### src/rtl/i2c_apb_regif.sv
// APB3 register interface for the I2C master: CMD, STATUS and ADDR registers plus TX/RX byte FIFOs.
// Zero-wait-state slave; every side effect happens on the completing access-phase edge.
module i2c_apb_fifo #(
  parameter int DW    = 8,
  parameter int DEPTH = 8
) (
  input  logic          clk,
  input  logic          rst,
  input  logic          push,
  input  logic          pop,
  input  logic [DW-1:0] wdata,
  output logic [DW-1:0] rdata,
  output logic          empty,
  output logic          full
);
  localparam int PW = $clog2(DEPTH);
  localparam int CW = PW + 1;

  logic [DW-1:0] mem_q [DEPTH];
  logic [DW-1:0] mem_d [DEPTH];
  logic [PW-1:0] wptr_q, wptr_d, rptr_q, rptr_d;
  logic [CW-1:0] cnt_q, cnt_d;
  logic          push_ok, pop_ok;

  assign empty = (cnt_q == '0);
  assign full  = (cnt_q == CW'(DEPTH));
  assign rdata = mem_q[rptr_q];

  always_comb begin
    pop_ok  = pop & ~empty;
    // a same-cycle pop frees a slot, so a push into a full FIFO still lands
    push_ok = push & (~full | pop_ok);
    mem_d   = mem_q;
    wptr_d  = wptr_q;
    rptr_d  = rptr_q;
    if (push_ok) begin
      mem_d[wptr_q] = wdata;
      wptr_d        = wptr_q + PW'(1);
    end
    if (pop_ok) rptr_d = rptr_q + PW'(1);
    cnt_d = cnt_q + CW'(push_ok) - CW'(pop_ok);
  end

  always_ff @(posedge clk or posedge rst) begin
    if (rst) begin
      mem_q  <= '{default: '0};
      wptr_q <= '0;
      rptr_q <= '0;
      cnt_q  <= '0;
    end else begin
      mem_q  <= mem_d;
      wptr_q <= wptr_d;
      rptr_q <= rptr_d;
      cnt_q  <= cnt_d;
    end
  end
endmodule

module i2c_apb_regif #(
  parameter int DATA_WIDTH = 8,
  parameter int ADDR_WIDTH = 8,
  parameter int FIFO_DEPTH = 8
) (
  input  logic                  PCLK,
  input  logic                  PRESET,
  input  logic                  PSELx,
  input  logic                  PENABLE,
  input  logic                  PWRITE,
  input  logic [ADDR_WIDTH-1:0] PADDR,
  input  logic [DATA_WIDTH-1:0] PWDATA,
  output logic [DATA_WIDTH-1:0] PRDATA,
  output logic                  PREADY,
  output logic                  PSLVERR,
  output logic [DATA_WIDTH-1:0] cmd_reg,
  output logic [6:0]            slv_addr,
  output logic                  slv_rw,
  output logic                  start_pulse,
  input  logic                  tx_rd_en,
  output logic [DATA_WIDTH-1:0] tx_data,
  output logic                  tx_empty,
  input  logic                  rx_wr_en,
  input  logic [DATA_WIDTH-1:0] rx_data,
  output logic                  rx_full,
  input  logic                  core_busy,
  input  logic                  core_ack_err
);
  localparam logic [ADDR_WIDTH-1:0] A_CMD  = ADDR_WIDTH'(2);
  localparam logic [ADDR_WIDTH-1:0] A_STAT = ADDR_WIDTH'(3);
  localparam logic [ADDR_WIDTH-1:0] A_TX   = ADDR_WIDTH'(4);
  localparam logic [ADDR_WIDTH-1:0] A_RX   = ADDR_WIDTH'(5);
  localparam logic [ADDR_WIDTH-1:0] A_ADDR = ADDR_WIDTH'(6);

  logic                  access, err, done;
  logic                  wr_cmd, wr_tx, rd_rx, wr_addr;
  logic                  tx_full, rx_empty;
  logic [DATA_WIDTH-1:0] rx_head, status;
  logic [DATA_WIDTH-1:0] cmd_reg_q, cmd_reg_d;
  logic [6:0]            slv_addr_q, slv_addr_d;
  logic                  slv_rw_q, slv_rw_d;
  logic                  start_pulse_q, start_pulse_d;
  logic                  ack_err_q, ack_err_d;

  // reset also masks the combinational APB outputs so an aborted transfer looks idle
  assign access = PSELx & PENABLE & ~PRESET;
  assign PREADY = access;
  assign status = DATA_WIDTH'({tx_full, tx_empty, rx_full, rx_empty, core_busy, ack_err_q, 2'b00});

  always_comb begin
    err    = 1'b0;
    PRDATA = '0;
    if (access) begin
      case (PADDR)
        A_CMD, A_ADDR: err = ~PWRITE;
        A_STAT: if (PWRITE) err = 1'b1; else PRDATA = status;
        A_TX:   err = ~PWRITE | tx_full;
        A_RX:   if (PWRITE | rx_empty) err = 1'b1; else PRDATA = rx_head;
        default: err = 1'b1;
      endcase
    end
  end

  assign PSLVERR = err;
  assign done    = access & ~err;
  assign wr_cmd  = done & (PADDR == A_CMD);
  assign wr_tx   = done & (PADDR == A_TX);
  assign rd_rx   = done & (PADDR == A_RX);
  assign wr_addr = done & (PADDR == A_ADDR);

  always_comb begin
    cmd_reg_d     = cmd_reg_q;
    slv_addr_d    = slv_addr_q;
    slv_rw_d      = slv_rw_q;
    start_pulse_d = 1'b0;
    ack_err_d     = ack_err_q;
    if (start_pulse_q) cmd_reg_d[0] = 1'b0;
    if (wr_cmd) begin
      cmd_reg_d     = PWDATA;
      start_pulse_d = PWDATA[0];
    end
    if (wr_addr) begin
      slv_addr_d = PWDATA[7:1];
      slv_rw_d   = PWDATA[0];
    end
    if (wr_cmd & PWDATA[1]) ack_err_d = 1'b0;
    if (core_ack_err)       ack_err_d = 1'b1;
  end

  always_ff @(posedge PCLK or posedge PRESET) begin
    if (PRESET) begin
      cmd_reg_q     <= '0;
      slv_addr_q    <= '0;
      slv_rw_q      <= 1'b0;
      start_pulse_q <= 1'b0;
      ack_err_q     <= 1'b0;
    end else begin
      cmd_reg_q     <= cmd_reg_d;
      slv_addr_q    <= slv_addr_d;
      slv_rw_q      <= slv_rw_d;
      start_pulse_q <= start_pulse_d;
      ack_err_q     <= ack_err_d;
    end
  end

  assign cmd_reg     = cmd_reg_q;
  assign slv_addr    = slv_addr_q;
  assign slv_rw      = slv_rw_q;
  assign start_pulse = start_pulse_q;

  i2c_apb_fifo #(.DW(DATA_WIDTH), .DEPTH(FIFO_DEPTH)) u_tx_fifo (
    .clk(PCLK), .rst(PRESET), .push(wr_tx), .pop(tx_rd_en), .wdata(PWDATA),
    .rdata(tx_data), .empty(tx_empty), .full(tx_full)
  );

  i2c_apb_fifo #(.DW(DATA_WIDTH), .DEPTH(FIFO_DEPTH)) u_rx_fifo (
    .clk(PCLK), .rst(PRESET), .push(rx_wr_en), .pop(rd_rx), .wdata(rx_data),
    .rdata(rx_head), .empty(rx_empty), .full(rx_full)
  );
endmodule

### config.mk
export PLATFORM = sky130hd
export DESIGN_NAME = i2c_apb_regif
export DESIGN_NICKNAME = d
export VERILOG_FILES = /design/src/rtl/i2c_apb_regif.sv
export SDC_FILE = /design/constraint.sdc
export NUM_CORES = 1
export LEC_CHECK = 0
export ABC_AREA = 1
export ABC_CLOCK_PERIOD_IN_PS = 10700
export CORE_UTILIZATION = 45
export CTS_BUF_LIST = sky130_fd_sc_hd__clkbuf_16
export CTS_CLUSTER_DIAMETER = 100
export DETAILED_ROUTE_END_ITERATION = 16
export PLACE_DENSITY = 0.67
export SYNTH_ARGS = -nofsm -noshare
export SYNTH_HDL_FRONTEND = slang
export SYNTH_SLANG_ARGS = --single-unit
### constraint.sdc
create_clock -name PCLK -period 10.7 [get_ports PCLK]
set_input_delay 2.14 -clock PCLK [delete_from_list [all_inputs] [get_ports PCLK]]
set_output_delay 2.14 -clock PCLK [all_outputs]
set_load 0.02 [all_outputs]
## Yosys cells after proc, flatten, opt, wreduce, memory -nomap -nowiden

Cells that the tools add are included.

- Equal/unequal tests: 7
- $add $sub $neg: 8
- Magnitude comparators: 6
- Muxes and demuxes: 25
- Reductions and logical operators: 7
- Bitwise operators: 27

Operator list:

| kind | count |
|---|---|
| 64-bit bitwise mux | 2 |
| 8-bit two-way mux | 9 |
| 8-bit binary-select mux with 3-bit select | 2 |
| 8-bit demux with 3-bit select | 2 |
| 8-bit by 3-bit equality test with 1-bit output (second input constant) | 3 |
| 8-bit by 2-bit equality test with 1-bit output (second input constant) | 2 |
| 4-bit greater-or-equal comparator (second input constant) | 4 |
| 3-bit inverter with 4-bit output | 4 |
| 8-bit case mux with 2 select lines | 1 |
| 3-bit by 1-bit adder with 3-bit output (second input constant) | 4 |
| 1-bit AND | 12 |
| 4-bit by 1-bit adder with 4-bit output | 2 |
| 4-bit equality test (second input constant) | 2 |
| 4-bit logical NOT | 2 |
| 4-bit by 1-bit less-than comparator with 1-bit output (second input constant) | 2 |
| 1-bit two-way mux | 8 |
| 4-bit by 1-bit subtractor with 4-bit output | 2 |
| 1-bit inverter | 7 |
| 1-bit OR | 4 |
| 1-bit case mux with 4 select lines | 1 |
| 2-bit nonzero test | 2 |
| 1-bit logical AND | 2 |
| 2-bit OR reduction | 1 |

- Logic and storage cells: 108
- Bits of input ports: 33
- Bits in registers: 166

## Logic depth before layout (Yosys ltp)

Gate-level depths: netlist of the first run.

- Depth after elaboration: 13
- Depth in mapped cells: 14
- Gate-level depth less buffers: 13

## Cells and area by module

From an unflattened synthesis of the first run, not the netlist that was laid out.

- Cells, all modules: 1120
- Area total of the unflattened synthesis: 9235.1 µm²

Modules (own cells, without submodules):

| module | seq. area each (µm²) | area an instance (µm²) | times used | cells each |
|---|---|---|---|---|
| i2c_apb_fifo at u_rx_fifo | 1851.8 | 4060.1 | 1 | 489 |
| i2c_apb_fifo at u_tx_fifo | 1851.8 | 4053.9 | 1 | 489 |
| i2c_apb_regif | 450.4 | 1121.1 | 1 | 142 |

## Least setup slack after synthesis of the first run

Ideal clock, no wire load.

- Path kind: input to output
- Start point: input PRESET
- End point: output PRDATA[0]
- Arrival time: 7513 ps
- Required time: 8560 ps
- Path slack: 1047 ps
- Cell stages on the path: 5
- Path buffers: 0
- Path through: inv_1 -> nand3_1 -> inv_1 -> nand2_4 -> a21oi_1

- Word-level cells in the longest chain between the ends: 3

Ends and longest elaborated chain:

| element | RTL line | source |
|---|---|---|
| start, declared | 65 | `input logic PRESET,` |
| 1-bit inverter | 104 | `assign access = PSELx & PENABLE & ~PRESET;` |
| 1-bit AND | 104 |  |
| via PREADY | 72 | `output logic PREADY,` |
| 8-bit two-way mux | 111 | `if (access) begin` |
| end, declared | 71 | `output logic [DATA_WIDTH-1:0] PRDATA,` |

The timed path passes the listed nets, and every way through them passes these cells.

## Final worst setup path of the first run

- Start point: input PRESET
- End point: output PRDATA[0]

- Word-level cells in the longest chain between the ends: 3

Ends and longest elaborated chain:

| element | RTL line |
|---|---|
| 1-bit inverter | 104 |
| 1-bit AND | 104 |
| 8-bit two-way mux | 111 |

No other way between the ends.

==> flow_summary_export.csv, run 1 <==
group,metric,value,unit
global_routing,first_global_vias,7291,
clock_network,numCtsBuffers,17,
clock_network,cts_buffer_depth,2,
floorplan,design.die.area,20100,um2
clock_network,hold_buffers,0,
cells_and_area,instances_no_fill,1415,
logic_synthesis,synth_cell_types,36,
sta,fin_setup_tns,0,ns
logic_synthesis,synth_nets,1158,
place,globalplace.congestion,0.831,
clock_network,clk_pin_slew,0.07,ns
global_routing,antenna_found_initial,0,
clock_network,cts_tree,"built",
sta,maxSlewHeadroom,21.8,%
sta,setup_viol,0,
clock_network,post-cts-setup-buffer-count,0,
detailed_routing,wl_per_cell,16.2,um
logic_synthesis,ys_seq_area_share,47.2,%
pwr,power.density,211,nW/um2
pwr,p_leak,4.79,nW
setup_path,arrival,4.51,ns
setup_path,critical_path.max_stage_delay,0.64,ns
setup_path,worst-setup-path-type,"input port to output port",
logic_synthesis,avgSynthCellArea,7.96,um2
cells_and_area,fillers,1789,
cells_and_area,final_layout_size_suffix_gt1_share,5.97,%
setup_path,path_max_fanout,43,
sta,timing.fmax,150,MHz
global_routing,grt_pass1_wl,37.8,mm
setup_path,crit_chain,"clkdlybuf4s50_1, inv_6, nand3_1, inv_1, nand2_4, a21oi_1, clkdlybuf4s50_1",
global_routing,grt_max_degree,75,
place,portBuffers,69,
logic_synthesis,synthArstFlopShare,100,%
sta,fin_skew,0.00985,ns
sta,holdWs,0.469,ns
status,status,"completed",
setup_path,slowest_stage,"clkdlybuf4s50_1",
cells_and_area,area_growth,15.4,%
floorplan,dieHeight,142,um
pwr,ir_drop,132,uV
global_routing,grt_usage,24.2,%
setup_path,critPathRequiredTime,8.56,ns
sta,min_period_over_period,62.1,%
floorplan,fp-row-count,50,
cells_and_area,layout_common_cells,"284 x nand2_1, 166 x dfrtp_1, 138 x nand3_1",
detailed_routing,drc_errors,0,
clock_network,clockRootBuffer,"clkbuf_16",
logic_synthesis,yosysWarnings,0,
run,cap_viol_max_count,0,
floorplan,boundaryPins,70,
setup_path,r2r-start,"u_rx_fifo.cnt_q[2]$_DFF_PP0_",
clock_network,clock-sinks,166,
detailed_routing,wl,22.9,mm
place,dpl.cell_count,1383,
sta,tightest_slew,1.17,ns
detailed_routing,vias,7561,
clock_network,htreeDepth,4,
global_routing,grt_overflow,0,
sta,finalCriticalPeriod,6.65,ns
floorplan,core_area,19000,um2
detailed_routing,drtPass1Iterations,5,
logic_synthesis,synth-seq-cells,166,
logic_synthesis,ys.flop_type,"dfrtp_1",
min_path,min_path_type,"register to register",
logic_synthesis,mappedNetlistArea,8810,um2
setup_path,crit_start,"PRESET",
detailed_routing,vias_per_cell,5.34,
place,dp_hpwl,14.9,mm
setup_path,crit_top_cell,"clkdlybuf4s50_1",
setup_path,end_kind,"output port",
setup_path,start_kind,"input port",
cells_and_area,finalNetCount,1193,
floorplan,die_w,142,um
setup_path,rrSetupSlack,7.82,ns
floorplan,initial_core_util,46.5,%
pwr,p_total,2.14,mW
clock_network,insertion_delay,0.43,ns
detailed_routing,drt-initial-drc-count,548,
cells_and_area,final_common_cell,"nand2_1",
cells_and_area,antenna_cells,0,
sta,slew_violations,0,
sta,rsz0062_at_grt,"no",
logic_synthesis,synth_edf_count,0,
logic_synthesis,syn_inst,1107,
clock_network,ctsResizeCount,0,
detailed_routing,detail-route-antenna-nets,0,
min_path,hp-start,"u_rx_fifo.mem_q[23]$_DFFE_PP0P_",
sta,final_hold_viol_count,0,
[worst max-delay path, delay by kind of cell]
family          cells  cell delay (ns)
buf+inv             4             1.70
simple gates        2             0.46
compound gates      1             0.17
[where the power goes]
group,internal (mW),switching (mW)
Sequential,0.765,0.0833
Combinational,0.241,0.433
Clock,0.350,0.271
Total,1.36,0.787
[through the flow]
step           instance area, um2  util (%)  worst slack (ns)
3_3_place_gp                 9580      50.5              4.10
2_1_floorplan                8810         -              1.05
3_5_place_dp                 9580      50.5              4.03
5_1_grt                     10200      53.6              3.85
4_1_cts                     10200      53.6              4.02
6_report                    10200      53.6              4.05
[path summary, 6_finish.rpt]
| path | to | cells after the start |
|---|---|---|
| setup / recovery | PRDATA[0] | 7 |
| setup reg to reg | u_rx_fifo.mem_q[45]$_DFFE_PP0P_ | 13 |
| hold reg to reg | u_rx_fifo.mem_q[23]$_DFFE_PP0P_ | 2 |
| max in group asynchronous | u_rx_fifo.mem_q[43]$_DFFE_PP0P_ | 3 |
| min in group asynchronous | u_tx_fifo.mem_q[60]$_DFFE_PP0P_ | 2 |
| hold / removal | u_rx_fifo.mem_q[23]$_DFFE_PP0P_ | 2 |
[kinds of logic (layout without fill, tap and decap cells)]
| logic type | count (synthesis) | count (layout) | synth area share (%) |
|---|---|---|---|
| adder cells (fa/ha/maj) | 18 | 18 | 2.73 |
| buffers and inverters | 182 | 230 | 8.95 |
| AND/OR/NAND/NOR | 523 | 523 | 25.4 |
| AO/OA/AOI/OAI | 206 | 206 | 14.5 |
| XOR/XNOR | 12 | 12 | 1.19 |
| flip-flops | 166 | 166 | 47.2 |
[synth_stat cells (all sizes together), types with 4 or more instances]
cell    count  share of area [%]
a21oi      35                2.0
a221oi      8               0.80
a31oi       8               0.57
buf        39                2.8
clkbuf     25                1.1
clkinv      5               0.23
dfrtp     166                 47
ha         16                2.3
inv       113                4.8
nand2     296                 13
nand3     138                7.8
nor2       74                3.2
nor3        9               0.92
o211ai     12                1.0
o21ai      73                4.1
o21bai     65                5.5
o32ai       4               0.40
xnor2       4               0.40
xor2        8               0.80
[area by class of cell]
cell class | count | area, um2 | share of cell area (%)
flip-flops and latches | 166 | 4150 | 40.9
multi-input cells | 759 | 3870 | 38.1
repair buffers | 80 | 773 | 7.60
inverters | 118 | 449 | 4.42
clock buffers | 17 | 425 | 4.18
well taps | 260 | 325 | 3.20
clock inverters | 15 | 168 | 1.65
[layer usage]
layer	wire length [um]	share of wire (%)	global-route usage, %	vias up
li1	-	-	-	3671
met1	10400	45	33.6	3656
met2	10900	48	39.5	210
met3	1220	5.3	3.14	24
met4	341	1.5	7.19	0
met5	0	0	0	-
No activity file was read; power rests on OpenSTA's default activity.
==> run 2, diff against run 1 <==
- ABC_CLOCK_PERIOD_IN_PS: 10700 -> 5750
- PLACE_DENSITY: 0.67 -> 0.7
- clock period: 10.7 -> 5.75 ns (I/O delays scaled with it)
==> run 2 against run 1 <==
- non-clock buffer count decreased by 5
- critical path depth decreased by 1
- final cell count decreased by 0.35%
- worst setup slack got worse by 2.9 ns
- clock skew increased by 0.0027 ns
- via count increased by 0.15%
- total power increased by 83%
- clock power increased by 76%
- sequential cell count unchanged
- first-iteration DRC count increased by 37%
- die area unchanged
- utilization decreased by 0.18 points
- critical path type unchanged
==> flow_summary_export.csv, run 2 (synthesized netlist as in run 1, its figures left out) <==
group,metric,value,unit
status,status,"completed",
clock_network,numCtsBuffers,17,
setup_path,r2r_cells,9,
clock_network,htreeDepth,4,
sta,slew_violations,0,
run,cap_viol_max_count,0,
setup_path,path_max_fanout,6,
sta,min_period_over_period,80.5,%
setup_path,crit_chain,"clkdlybuf4s50_1, nand2_1, nor4_1, nand2_1, a21oi_1, clkdlybuf4s50_1",
detailed_routing,drt-initial-drc-count,752,
setup_path,slowest_stage,"nor4_1",
cells_and_area,area_growth,15.1,%
clock_network,cts_tree,"built",
floorplan,design.die.area,20100,um2
setup_path,arrival,3.48,ns
setup_path,start_kind,"input port",
detailed_routing,wl_per_cell,16.3,um
detailed_routing,wl,23.0,mm
cells_and_area,finalInstanceArea,10100,um2
place,globalplace.congestion,0.821,
cells_and_area,final_common_cell,"nand2_1",
floorplan,die_w,142,um
pwr,p_leak,4.75,nW
floorplan,initial_core_util,46.5,%
clock_network,cts_buffer_depth,2,
setup_path,critPathRequiredTime,4.60,ns
cells_and_area,regArea,4150,um2
place,dpl.cell_count,1378,
setup_path,rrSetupSlack,2.75,ns
cells_and_area,multi_input_area,3900,um2
pwr,ir_drop,269,uV
global_routing,grt_max_degree,167,
clock_network,clockRootBuffer,"clkbuf_16",
place,placed_area,9580,um2
cells_and_area,antenna_cells,0,
setup_path,reg2reg_to,"u_rx_fifo.cnt_q[2]$_DFF_PP0_",
setup_path,worst-setup-path-type,"input port to output port",
setup_path,critical_path.max_stage_delay,0.74,ns
setup_path,r2r-start,"u_rx_fifo.cnt_q[2]$_DFF_PP0_",
sta,final_hold_viol_count,0,
clock_network,clk_pin_slew,0.07,ns
place,dp_hpwl,14.8,mm
pwr,power.density,386,nW/um2
clock_network,post-cts-setup-buffer-count,0,
detailed_routing,vias_per_cell,5.37,
sta,rsz0062_at_grt,"no",
sta,finalCriticalPeriod,4.63,ns
sta,holdWs,0.468,ns
clock_network,ctsResizeCount,0,
min_path,min_path_type,"register to register",
cells_and_area,layout_common_cells,"284 x nand2_1, 166 x dfrtp_1, 138 x nand3_1",
global_routing,antenna_found_initial,0,
floorplan,core_area,19000,um2
sta,timing.fmax,216,MHz
detailed_routing,drtPass1Iterations,5,
sta,fin_skew,0.0126,ns
clock_network,clock-sinks,166,
detailed_routing,detail-route-antenna-nets,0,
global_routing,grt_overflow,0,
setup_path,end_kind,"output port",
clock_network,insertion_delay,0.44,ns
global_routing,grt_pass1_wl,37.8,mm
cells_and_area,instances_no_fill,1410,
global_routing,grt_usage,24.2,%
sta,setup_viol,0,
floorplan,dieHeight,142,um
clock_network,hold_buffers,0,
cells_and_area,finalNetCount,1188,
floorplan,fp-row-count,50,
place,portBuffers,69,
min_path,hp-start,"u_rx_fifo.mem_q[21]$_DFFE_PP0P_",
detailed_routing,vias,7572,
min_path,worst_hold_path.endpoint,"u_rx_fifo.mem_q[21]$_DFFE_PP0P_",
min_path,hold_depth,2,
cells_and_area,fillers,1783,
floorplan,boundaryPins,70,
cells_and_area,final_layout_size_suffix_gt1_share,5.83,%
pwr,p_total,3.91,mW
sta,tightest_slew,1.15,ns
global_routing,first_global_vias,7169,
detailed_routing,drc_errors,0,
sta,maxSlewHeadroom,23.5,%
[run 2: power breakdown]
group          switching, mW  internal [mW]
registers              0.170           1.42
logic                  0.782          0.445
clock network          0.497          0.596
total                   1.45           2.46
[run 2: per-stage QoR]
| step | utilization [%] | TNS [ns] | setup WS, ns |
|---|---|---|---|
| global route | 53.5 | 0 | 0.881 |
| global placement | 50.5 | 0 | 1.21 |
| CTS | 53.5 | 0 | 1.14 |
| finish | 53.5 | 0 | 1.12 |
| floorplan | - | -0.850 | -0.214 |
| detailed placement | 50.5 | 0 | 1.13 |
[run 2: final cells by class]
| class | instances | area share [%] |
|---|---|---|
| sequential | 166 | 41.0 |
| timing repair buffer | 75 | 7.38 |
| clock inverter | 15 | 1.27 |
| tap | 260 | 3.21 |
| clock buffer | 17 | 4.20 |
| inverter | 118 | 4.46 |
| multi-input combinational | 759 | 38.5 |
[run 2: critical path, delay by kind of cell]
kind,cells,cell delay (ns)
AND/OR/NAND/NOR,3,0.98
AO/OA/AOI/OAI,1,0.18
buffers and inverters,2,1.16
[run 2: how the worst max path moves through the flow]
stage              from   endpoint  slack, ns  cells after the start
4_1_cts        PADDR[0]  PRDATA[4]       1.14                      6
3_3_place_gp   PADDR[0]  PRDATA[2]       1.21                      6
3_5_place_dp   PADDR[0]  PRDATA[4]       1.13                      6
2_1_floorplan    PRESET  PRDATA[0]      -0.21                      5
6_report       PADDR[0]  PRDATA[4]       1.12                      6
5_1_grt        PADDR[2]  PRDATA[5]       0.88                      7
[run 2: routing by layer]
metal | track usage [%] | part of all wire, % | up-vias | wire [um]
li1 | - | - | 3656 | -
met1 | 33.9 | 45 | 3641 | 10200
met2 | 38.7 | 48 | 236 | 11100
met3 | 3.14 | 5.4 | 39 | 1230
met4 | 8.38 | 1.9 | 0 | 425
met5 | 0 | 0 | - | 0
==> run 3, diff against run 2 <==
- ABC_CLOCK_PERIOD_IN_PS: 5750 -> 4300
- PLACE_DENSITY: 0.7 -> 0.67
- clock period: 5.75 -> 4.3 ns (I/O delays scaled with it)
==> run 3 against run 2 <==
- register-to-register slack lost 1.3 ns
- critical path depth shrank 1
- worst setup slack lost 0.73 ns
- final cell count grew 0.50%
- clock skew shrank 0.0038 ns
- first-iteration DRC count shrank 6.6%
- hold slack gained 0.0020 ns
==> flow_summary_export.csv, run 3 (synthesized netlist as in run 1, its figures left out) <==
group,metric,value,unit
cells_and_area,final_common_cell,"nand2_1",
pwr,power.switching,2.01,mW
setup_path,start_kind,"register",
sta,timing.fmax,256,MHz
clock_network,clockRootBuffer,"clkbuf_16",
status,status,"completed",
place,place_ws,0.494,ns
global_routing,grt_usage,24.9,%
setup_path,crit_chain,"o21ai_0, o21ai_0, o211ai_1, a21oi_1, clkdlybuf4s50_1",
clock_network,post-cts-setup-buffer-count,0,
sta,slew_violations,0,
floorplan,initial_core_util,46.5,%
sta,fin_skew,0.00873,ns
cells_and_area,final_util,55.9,%
detailed_routing,vias_per_cell,5.35,
sta,final_hold_viol_count,0,
cells_and_area,instances_no_fill,1417,
floorplan,fp-row-count,50,
clock_network,clk_pin_slew,0.07,ns
place,portBuffers,69,
pwr,seqPwrFrac,37.7,%
floorplan,dieHeight,142,um
setup_path,crit_family,"flip-flops",
clock_network,cts_tree,"built",
setup_path,slowest_stage,"dfrtp_1",
sta,min_period_over_period,90.9,%
floorplan,die_w,142,um
min_path,min_path_type,"register to register",
global_routing,grt_pass1_wl,38.8,mm
detailed_routing,wl_per_cell,16.7,um
pwr,power.density,528,nW/um2
place,globalplace.congestion,0.813,
cells_and_area,layout_common_cells,"284 x nand2_1, 166 x dfrtp_1, 110 x inv_1",
setup_path,arrival,3.05,ns
clock_network,cts_buffer_depth,2,
sta,setup_viol,0,
detailed_routing,drc_errors,0,
floorplan,design.die.area,20100,um2
setup_path,crit_cells,5,
detailed_routing,drt-initial-drc-count,702,
setup_path,crit_buf_inv,1,
pwr,intPower,3.59,mW
setup_path,end_kind,"output port",
clock_network,numCtsBuffers,17,
cells_and_area,final_layout_size_suffix_gt1_share,10.5,%
pwr,ir_drop,421,uV
sta,finalCriticalPeriod,3.91,ns
floorplan,core_area,19000,um2
global_routing,grt_overflow,0,
clock_network,htreeDepth,4,
detailed_routing,wl,23.7,mm
floorplan,boundaryPins,70,
sta,fin_ws,0.391,ns
detailed_routing,vias,7583,
detailed_routing,drtPass1Iterations,5,
clock_network,clock-sinks,166,
pwr,p_sw_share,35.9,%
cells_and_area,fillers,1782,
clock_network,ctsResizeCount,0,
setup_path,crit_top_cell,"o21ai_0",
pwr,clockPowerShare,29.7,%
setup_path,path_max_fanout,34,
clock_network,hold_buffers,0,
min_path,hold_depth,2,
detailed_routing,detail-route-antenna-nets,0,
sta,maxSlewHeadroom,19.0,%
pwr,p_leak,4.86,nW
setup_path,critPathRequiredTime,3.44,ns
global_routing,antenna_found_initial,0,
setup_path,critical_path.max_stage_delay,1.11,ns
run,cap_viol_max_count,0,
global_routing,first_global_vias,7342,
cells_and_area,finalNetCount,1195,
setup_path,r2r_cells,12,
clock_network,insertion_delay,0.43,ns
cells_and_area,area_growth,20.4,%
place,dpl.cell_count,1385,
sta,tightest_slew,1.21,ns
setup_path,worst-setup-path-type,"register to output port",
place,dp_hpwl,15.5,mm
cells_and_area,antenna_cells,0,
global_routing,grt_max_degree,167,
pwr,power_frac_comb,32.6,%
sta,rsz0062_at_grt,"no",
==> run 3: cell count changes in the layout (fill, tap and decap cells not counted), sizes merged <==
cell | before | now
buf | 6 | 13
bufinv | 1 | 5
clkinv | 14 | 7
clkinvlp | 2 | 3
inv | 116 | 118
==> run 3: area by class of cell <==
cell class	count	area, um2	area share [%]
multi-input combinational	759	4220	39.8
tap	260	325	3.07
timing repair buffer	82	813	7.67
inverter	118	452	4.26
sequential	166	4150	39.2
clock buffer	17	425	4.01
clock inverter	15	210	1.98
==> run 3: worst reg2reg max path, stage by stage, from the launching register on <==
cell	delay, ns
dfrtp_1	0.33
inv_1	0.08
ha_1	0.20
nand2_1	0.13
nand2_1	0.07
nand3_1	0.07
nand2_1	0.05
nor2_1	0.20
nand3_1	0.43
nor2_4	0.62
buf_4	0.40
nand3_1	0.12
nand2_1	0.10
==> run 3: layer usage <==
layer,GRT usage [%],share of wire (%),vias to the layer above
li1,-,-,3675
met1,34.9,46,3682
met2,39.5,47,200
met3,4.12,5.1,26
met4,7.47,1.6,0
met5,0,0,-
==> run 3: power by group through the flow <==
| stage | Sequential, mW | Combinational [mW] | Clock, mW |
|---|---|---|---|
| final | 2.11 | 1.83 | 1.66 |
| after global routing | 2.15 | 2.03 | 1.74 |
| after CTS | 2.11 | 1.84 | 1.68 |
| after detailed placement | 2.13 | 1.83 | 0 |
| after global placement | 2.12 | 1.79 | 0 |
| after floorplan | 2.06 | 1.35 | 0 |
==> run 3: metrics by stage <==
step	setup TNS, ns	hold WS, ns	total power [mW]	area, um2
after floorplan	-135.54	0.437	3.41	9220
final	0	0.470	5.60	10600
after global routing	0	0.483	5.92	10600
after global placement	0	0.456	3.91	9970
after CTS	0	0.476	5.63	10600
after detailed placement	0	0.459	3.96	9970
==> run 3: final timing paths <==
path / to / start / slack, ns
worst max-delay path: PRDATA[6] / u_rx_fifo.rptr_q[1]$_DFFE_PP0P_ / 0.39
worst min-delay path: cmd_reg[2]$_DFFE_PP0P_ / cmd_reg[2]$_DFFE_PP0P_ / 0.47
worst max register to register: u_tx_fifo.mem_q[56]$_DFFE_PP0P_ / u_rx_fifo.cnt_q[2]$_DFF_PP0_ / 1.44
worst min register to register: cmd_reg[2]$_DFFE_PP0P_ / cmd_reg[2]$_DFFE_PP0P_ / 0.47
max in group asynchronous: u_tx_fifo.mem_q[45]$_DFFE_PP0P_ / PRESET / 2.53
min in group asynchronous: u_tx_fifo.cnt_q[3]$_DFF_PP0_ / PRESET / 0.99
